File: config.mk
export PLATFORM = sky130hd
export DESIGN_NAME = nested_loop_counter
export DESIGN_NICKNAME = d
export VERILOG_FILES = /design/src/rtl/nested_loop_counter.sv
export SDC_FILE = /design/constraint.sdc
export NUM_CORES = 1
export LEC_CHECK = 0
export CORE_MARGIN = 8
export CORE_UTILIZATION = 60
export CTS_BUF_LIST = sky130_fd_sc_hd__clkbuf_8
export DETAILED_ROUTE_END_ITERATION = 16
export PLACE_DENSITY = 0.84
export SETUP_SLACK_MARGIN = 0.5
export SLEW_MARGIN = 20
export SYNTH_ARGS = -nofsm -noshare
export SYNTH_HDL_FRONTEND = slang
export SYNTH_SLANG_ARGS = --single-unit
File: constraint.sdc
create_clock -name clk -period 5.6 [get_ports clk]
set_clock_uncertainty 0.2 [all_clocks]
set_input_delay 0.56 -clock clk [delete_from_list [all_inputs] [get_ports clk]]
set_output_delay 0.56 -clock clk [all_outputs]
set_load 0.005 [all_outputs]
File: src/rtl/nested_loop_counter.sv
// Multi-dimensional nested loop counter for feature-map scans. Dim 0 is innermost.
// Each dim wraps at its own latched runtime target; targets and continuous mode are latched on start.
module nested_loop_counter #(
  parameter int unsigned NUM_DIMS = 3,
  parameter int unsigned CNT_W    = 16
) (
  input  logic                      clk,
  input  logic                      rst_n,
  input  logic                      i_start,
  input  logic                      i_clear,
  input  logic                      i_step,
  input  logic                      i_cont,
  input  logic [NUM_DIMS*CNT_W-1:0] i_target,
  output logic [NUM_DIMS*CNT_W-1:0] o_count,
  output logic [NUM_DIMS-1:0]       o_wrap,
  output logic                      o_last,
  output logic                      o_busy,
  output logic                      o_done
);

  localparam logic [0:0] ST_IDLE = 1'b0;
  localparam logic [0:0] ST_RUN  = 1'b1;

  logic [0:0]                r_state;
  logic [NUM_DIMS*CNT_W-1:0] r_target;
  logic [NUM_DIMS*CNT_W-1:0] r_count;
  logic                      r_cont;
  logic                      r_done;

  logic [NUM_DIMS*CNT_W-1:0] w_max;
  logic [NUM_DIMS*CNT_W-1:0] w_count_nxt;
  logic [NUM_DIMS-1:0]       w_at_max;
  logic                      w_busy;
  logic                      w_step_ok;
  logic                      w_carry;
  logic                      w_final;

  assign w_busy    = (r_state == ST_RUN);
  assign w_step_ok = i_step & w_busy;

  // Ripple carry from the innermost dim outward; a zero target behaves as a target of one.
  always_comb begin
    w_max       = '0;
    w_at_max    = '0;
    w_count_nxt = r_count;
    o_wrap      = '0;
    w_carry     = w_step_ok;
    for (int k = 0; k < NUM_DIMS; k++) begin
      w_max[k*CNT_W +: CNT_W] = (r_target[k*CNT_W +: CNT_W] == '0) ? '0 :
                                r_target[k*CNT_W +: CNT_W] - CNT_W'(1);
      w_at_max[k] = (r_count[k*CNT_W +: CNT_W] == w_max[k*CNT_W +: CNT_W]);
      if (w_carry) begin
        w_count_nxt[k*CNT_W +: CNT_W] = w_at_max[k] ? '0 :
                                        r_count[k*CNT_W +: CNT_W] + CNT_W'(1);
      end
      o_wrap[k] = w_carry & w_at_max[k];
      w_carry   = w_carry & w_at_max[k];
    end
    w_final = w_carry;
  end

  assign o_last  = w_busy & (&w_at_max);
  assign o_count = r_count;
  assign o_busy  = w_busy;
  assign o_done  = r_done;

  always_ff @(posedge clk or negedge rst_n) begin
    if (!rst_n) begin
      r_state  <= ST_IDLE;
      r_target <= '0;
      r_count  <= '0;
      r_cont   <= 1'b0;
      r_done   <= 1'b0;
    end else begin
      r_done <= 1'b0;
      if (i_clear) begin
        r_state <= ST_IDLE;
        r_count <= '0;
      end else if (i_start && (r_state == ST_IDLE)) begin
        r_state  <= ST_RUN;
        r_target <= i_target;
        r_cont   <= i_cont;
        r_count  <= '0;
      end else if (w_step_ok) begin
        r_count <= w_count_nxt;
        if (w_final) begin
          r_done <= 1'b1;
          if (!r_cont) begin
            r_state <= ST_IDLE;
          end
        end
      end
    end
  end

endmodule
==> results.yml <==
synthesis:
  avgSynthCellArea_um2: 8.88
  count_of_flip_flops_with_a_built_in_enable_after_synthesis: 0
  library_cell_with_the_highest_instance_count_after_synthesis: "sky130_fd_sc_hd__dfrtp_1"
  mappedNetlistNets: 866
  post_synth_main_area_contributors: "sky130_fd_sc_hd__dfrtp_1 35%, sky130_fd_sc_hd__mux2_2 6.4%, sky130_fd_sc_hd__xor2_1 3.9%, sky130_fd_sc_hd__o21ai_0 3.7%, sky130_fd_sc_hd__nor2_1 3.1%"
  synth_sequential_area_ratio: 0.346
  synth_largest_area_cell: "sky130_fd_sc_hd__dfrtp_1"
  yosysUniqueCellTypes: 79
  synth.yosys.warnings: 0
  postSynth.topFlopCell: "sky130_fd_sc_hd__dfrtp_1"
  number_of_flip_flops_and_latches_in_the_synthesized_netlist: 99
  postSynth.asyncResetShare: 1.00
  synthDominantCellAreaShare: 0.346
  postSynthCellCount: 806
  synth.top_cells.by_count: "99 x sky130_fd_sc_hd__dfrtp_1, 59 x sky130_fd_sc_hd__nor2_1, 53 x sky130_fd_sc_hd__o21ai_0"
  syn_area_mm2: 0.00716
worst_setup_path:
  critPathLaunchType: "flop"
  regToRegStartpoint: "r_target[3]$_DFFE_PN0P_"
  required_time_at_the_worst_slack_endpoint_ns: 4.84
  kind_of_end_point_of_the_critical_path: "output pin"
  timing.reg2reg.worst_path_depth: 9
  crit_type: "flop to output pin"
  reg2reg_slack_ns: 1.36
  critPathMaxFanout: 7
  crit_arrival_ns: 4.23
  crit-reg2reg-capture: "o_count[7]$_DFFE_PN0P_"
cts:
  tritoncts_clock_tree: "yes"
  cts_sinks: 99
  cts-htree-levels: 3
  clkSlewWorstSetupHoldPaths_ns: 0.11
  cts-buffers-inserted: 9
  cts_root_buf: "sky130_fd_sc_hd__clkbuf_8"
  maximum_count_of_clock_buffers_along_a_single_path: 2
  insertion_delay_ns: 0.40
route:
  route.final.wire_length_um: 22100
  post_drt_wl_per_cell_um: 21.2
  drc: 0
  routed-via-count: 6952
  drt.antenna.violating_nets: 0
  drt_first_pass_iters: 6
  dr.first_iter.drc_count: 599
  avgViaCountPerCell: 6.65
sta:
  post-route-period-util: 0.892
  setup_viol: 0
  rsz0062_at_grt: "false"
  slew_viol_final: 0
  timing.setup.tns_ns: 0
  layout_min_cycle_time_ns: 4.99
  achievable_freq_mhz: 200
  max-slew-margin-rel: 0.435
  report.final.hold_viol_count: 0
  timing_worst_slew_pin_value_ns: 0.847
pwr:
  final_power_uw: 2000
  leakage_uw: 0.00346
  irDropWorstVdd_mv: 0.200
  power_density_mw_per_mm2: 231
hold_path:
  hp-class: "flop to flop"
  hp-start: "r_cont$_DFFE_PN0P_"
  hold_path_sink: "r_cont$_DFFE_PN0P_"
  worst_hold_path.num_cells: 1
cells_and_area:
  finalNetCount: 953
  fillerInstances: 899
  drive_above_1_share: 0.131
  n_antenna_cell: 0
  area_growth_syn_to_layout_pct: 21.0
die:
  floorplan.initialDensity: 0.606
  rows: 40
  dieHeight_um: 125
  die-area_mm2: 0.0157
  die_w_um: 125
  design.core.area_mm2: 0.0118
  design.portCount: 108
placement:
  place.gp.congestion: 0.986
  io_buffer_count: 107
  place.detailed.hpwl_um: 16000
flow_run:
  maxCapViolCount: 0
global_routing:
  groute.usage.overall: 0.275
  grt_pass1_vias: 6823
  grt_max_degree: 60
  first_pass_grt_wire_length_um: 35100
  antenna_found_initial: 0
  globalRouteOverflowTotal: 0
run_status:
  run_status: "finished clean"
==> area by class of cell <==
type | instances | area (um^2) | share of cell area
clock buffers | 9 | 124 | 0.0143
clock inverters | 7 | 95.1 | 0.0110
inverters | 24 | 90.1 | 0.0104
multi-input cells | 632 | 4470 | 0.516
flip-flops and latches | 99 | 2480 | 0.286
well taps | 147 | 184 | 0.0212
repair buffers | 127 | 1220 | 0.141
==> worst max path at each step <==
stage / start / end / slack [ns] / cells past startpoint
after floorplan: r_target[0]$_DFFE_PN0P_ / o_wrap[2] / 1.50 / 13
after global placement: r_target[7]$_DFFE_PN0P_ / o_wrap[1] / 0.83 / 10
after detailed placement: r_target[0]$_DFFE_PN0P_ / o_wrap[1] / 0.73 / 12
after CTS: r_target[32]$_DFFE_PN0P_ / o_last / 0.52 / 12
after global routing: r_target[16]$_DFFE_PN0P_ / o_last / 0.49 / 12
final: r_target[16]$_DFFE_PN0P_ / o_last / 0.61 / 12
==> power breakdown <==
part | switching, uW | internal, uW
clock | 294 | 220
combinational | 295 | 270
sequential | 144 | 781
==> registers in the layout, summed over array words and instances, names as in the netlist <==
signal	count
r_target	48
o_done	1
r_cont	1
o_count	48
o_busy	1
==> critical path: stages (launching register included) <==
cell,delay [ns]
sky130_fd_sc_hd__dfrtp_1,0.45
sky130_fd_sc_hd__inv_1,0.11
sky130_fd_sc_hd__ha_1,0.22
sky130_fd_sc_hd__or4b_1,0.62
sky130_fd_sc_hd__nor4b_2,0.31
sky130_fd_sc_hd__mux2i_1,0.31
sky130_fd_sc_hd__xor2_1,0.22
sky130_fd_sc_hd__nand3_1,0.15
sky130_fd_sc_hd__nor4_2,0.23
sky130_fd_sc_hd__buf_4,0.19
sky130_fd_sc_hd__and3_2,0.28
sky130_fd_sc_hd__and4_1,0.21
sky130_fd_sc_hd__clkdlybuf4s50_1,0.52
==> layout by cell type (no fill, tap or decap), drive strengths merged, types with 7 or more instances in the layout <==
| cell | netlist | final |
|---|---|---|
| nand4 | 21 | 21 |
| clkdlybuf4s50 | 0 | 106 |
| clkbuf | 40 | 9 |
| inv | 24 | 27 |
| nand2b | 10 | 10 |
| and2 | 8 | 8 |
| dfrtp | 99 | 99 |
| nor3b | 15 | 15 |
| mux2 | 41 | 41 |
| nand4b | 11 | 11 |
| nand2 | 44 | 44 |
| and3 | 31 | 31 |
| or3 | 16 | 16 |
| nor2 | 59 | 59 |
| a31oi | 7 | 7 |
| buf | 11 | 20 |
| mux2i | 9 | 9 |
| or2 | 8 | 8 |
| nor4 | 28 | 28 |
| o21ai | 54 | 54 |
| nand3 | 26 | 26 |
| xnor2 | 22 | 22 |
| nor4b | 9 | 9 |
| a21oi | 30 | 30 |
| nor2b | 11 | 11 |
| nor3 | 25 | 25 |
| a21o | 12 | 12 |
| or4 | 14 | 14 |
| nand4bb | 7 | 7 |
| xor2 | 32 | 32 |
==> kinds of logic after synthesis <==
family / count (synthesis) / share of synthesized area
AO/OA/AOI/OAI: 166 / 0.156
AND/OR/NAND/NOR: 354 / 0.295
multiplexers: 50 / 0.0771
flip-flops: 99 / 0.346
buffers and inverters: 75 / 0.0430
adder cells (fa/ha/maj): 6 / 0.0105
XOR/XNOR: 56 / 0.0724
==> per-layer routing <==
| layer | wire (um) | vias up | track usage |
|---|---|---|---|
| met4 | 578 | 0 | 0.115 |
| met5 | 0 | - | 0 |
| met2 | 10700 | 318 | 0.450 |
| li1 | - | 3181 | - |
| met3 | 1700 | 56 | 0.0671 |
| met1 | 9100 | 3397 | 0.341 |
==> through the flow <==
stage / cell area (um^2) / hold slack, ns / instances / worst slack (ns) / utilization
after floorplan: 7160 / 0.0644 / 806 / 1.50 / -
after global placement: 8320 / 0.362 / 1024 / 0.830 / 0.704
after detailed placement: 8320 / 0.340 / 1024 / 0.731 / 0.704
after CTS: 8590 / 0.372 / 1043 / 0.515 / 0.728
after global routing: 8660 / 0.389 / 1045 / 0.493 / 0.733
final: 8660 / 0.357 / 1045 / 0.607 / 0.733
==> repair_timing <==
action,4_1_cts,5_1_grt
setup buffers,2,2
cloned,0,0
endpoints found under the hold margin,46,0
pin swaps,2,2
hold buffers,1,0
setup endpoints to repair,3,3
resized for setup,6,11
No activity file was read; power rests on OpenSTA's default activity.
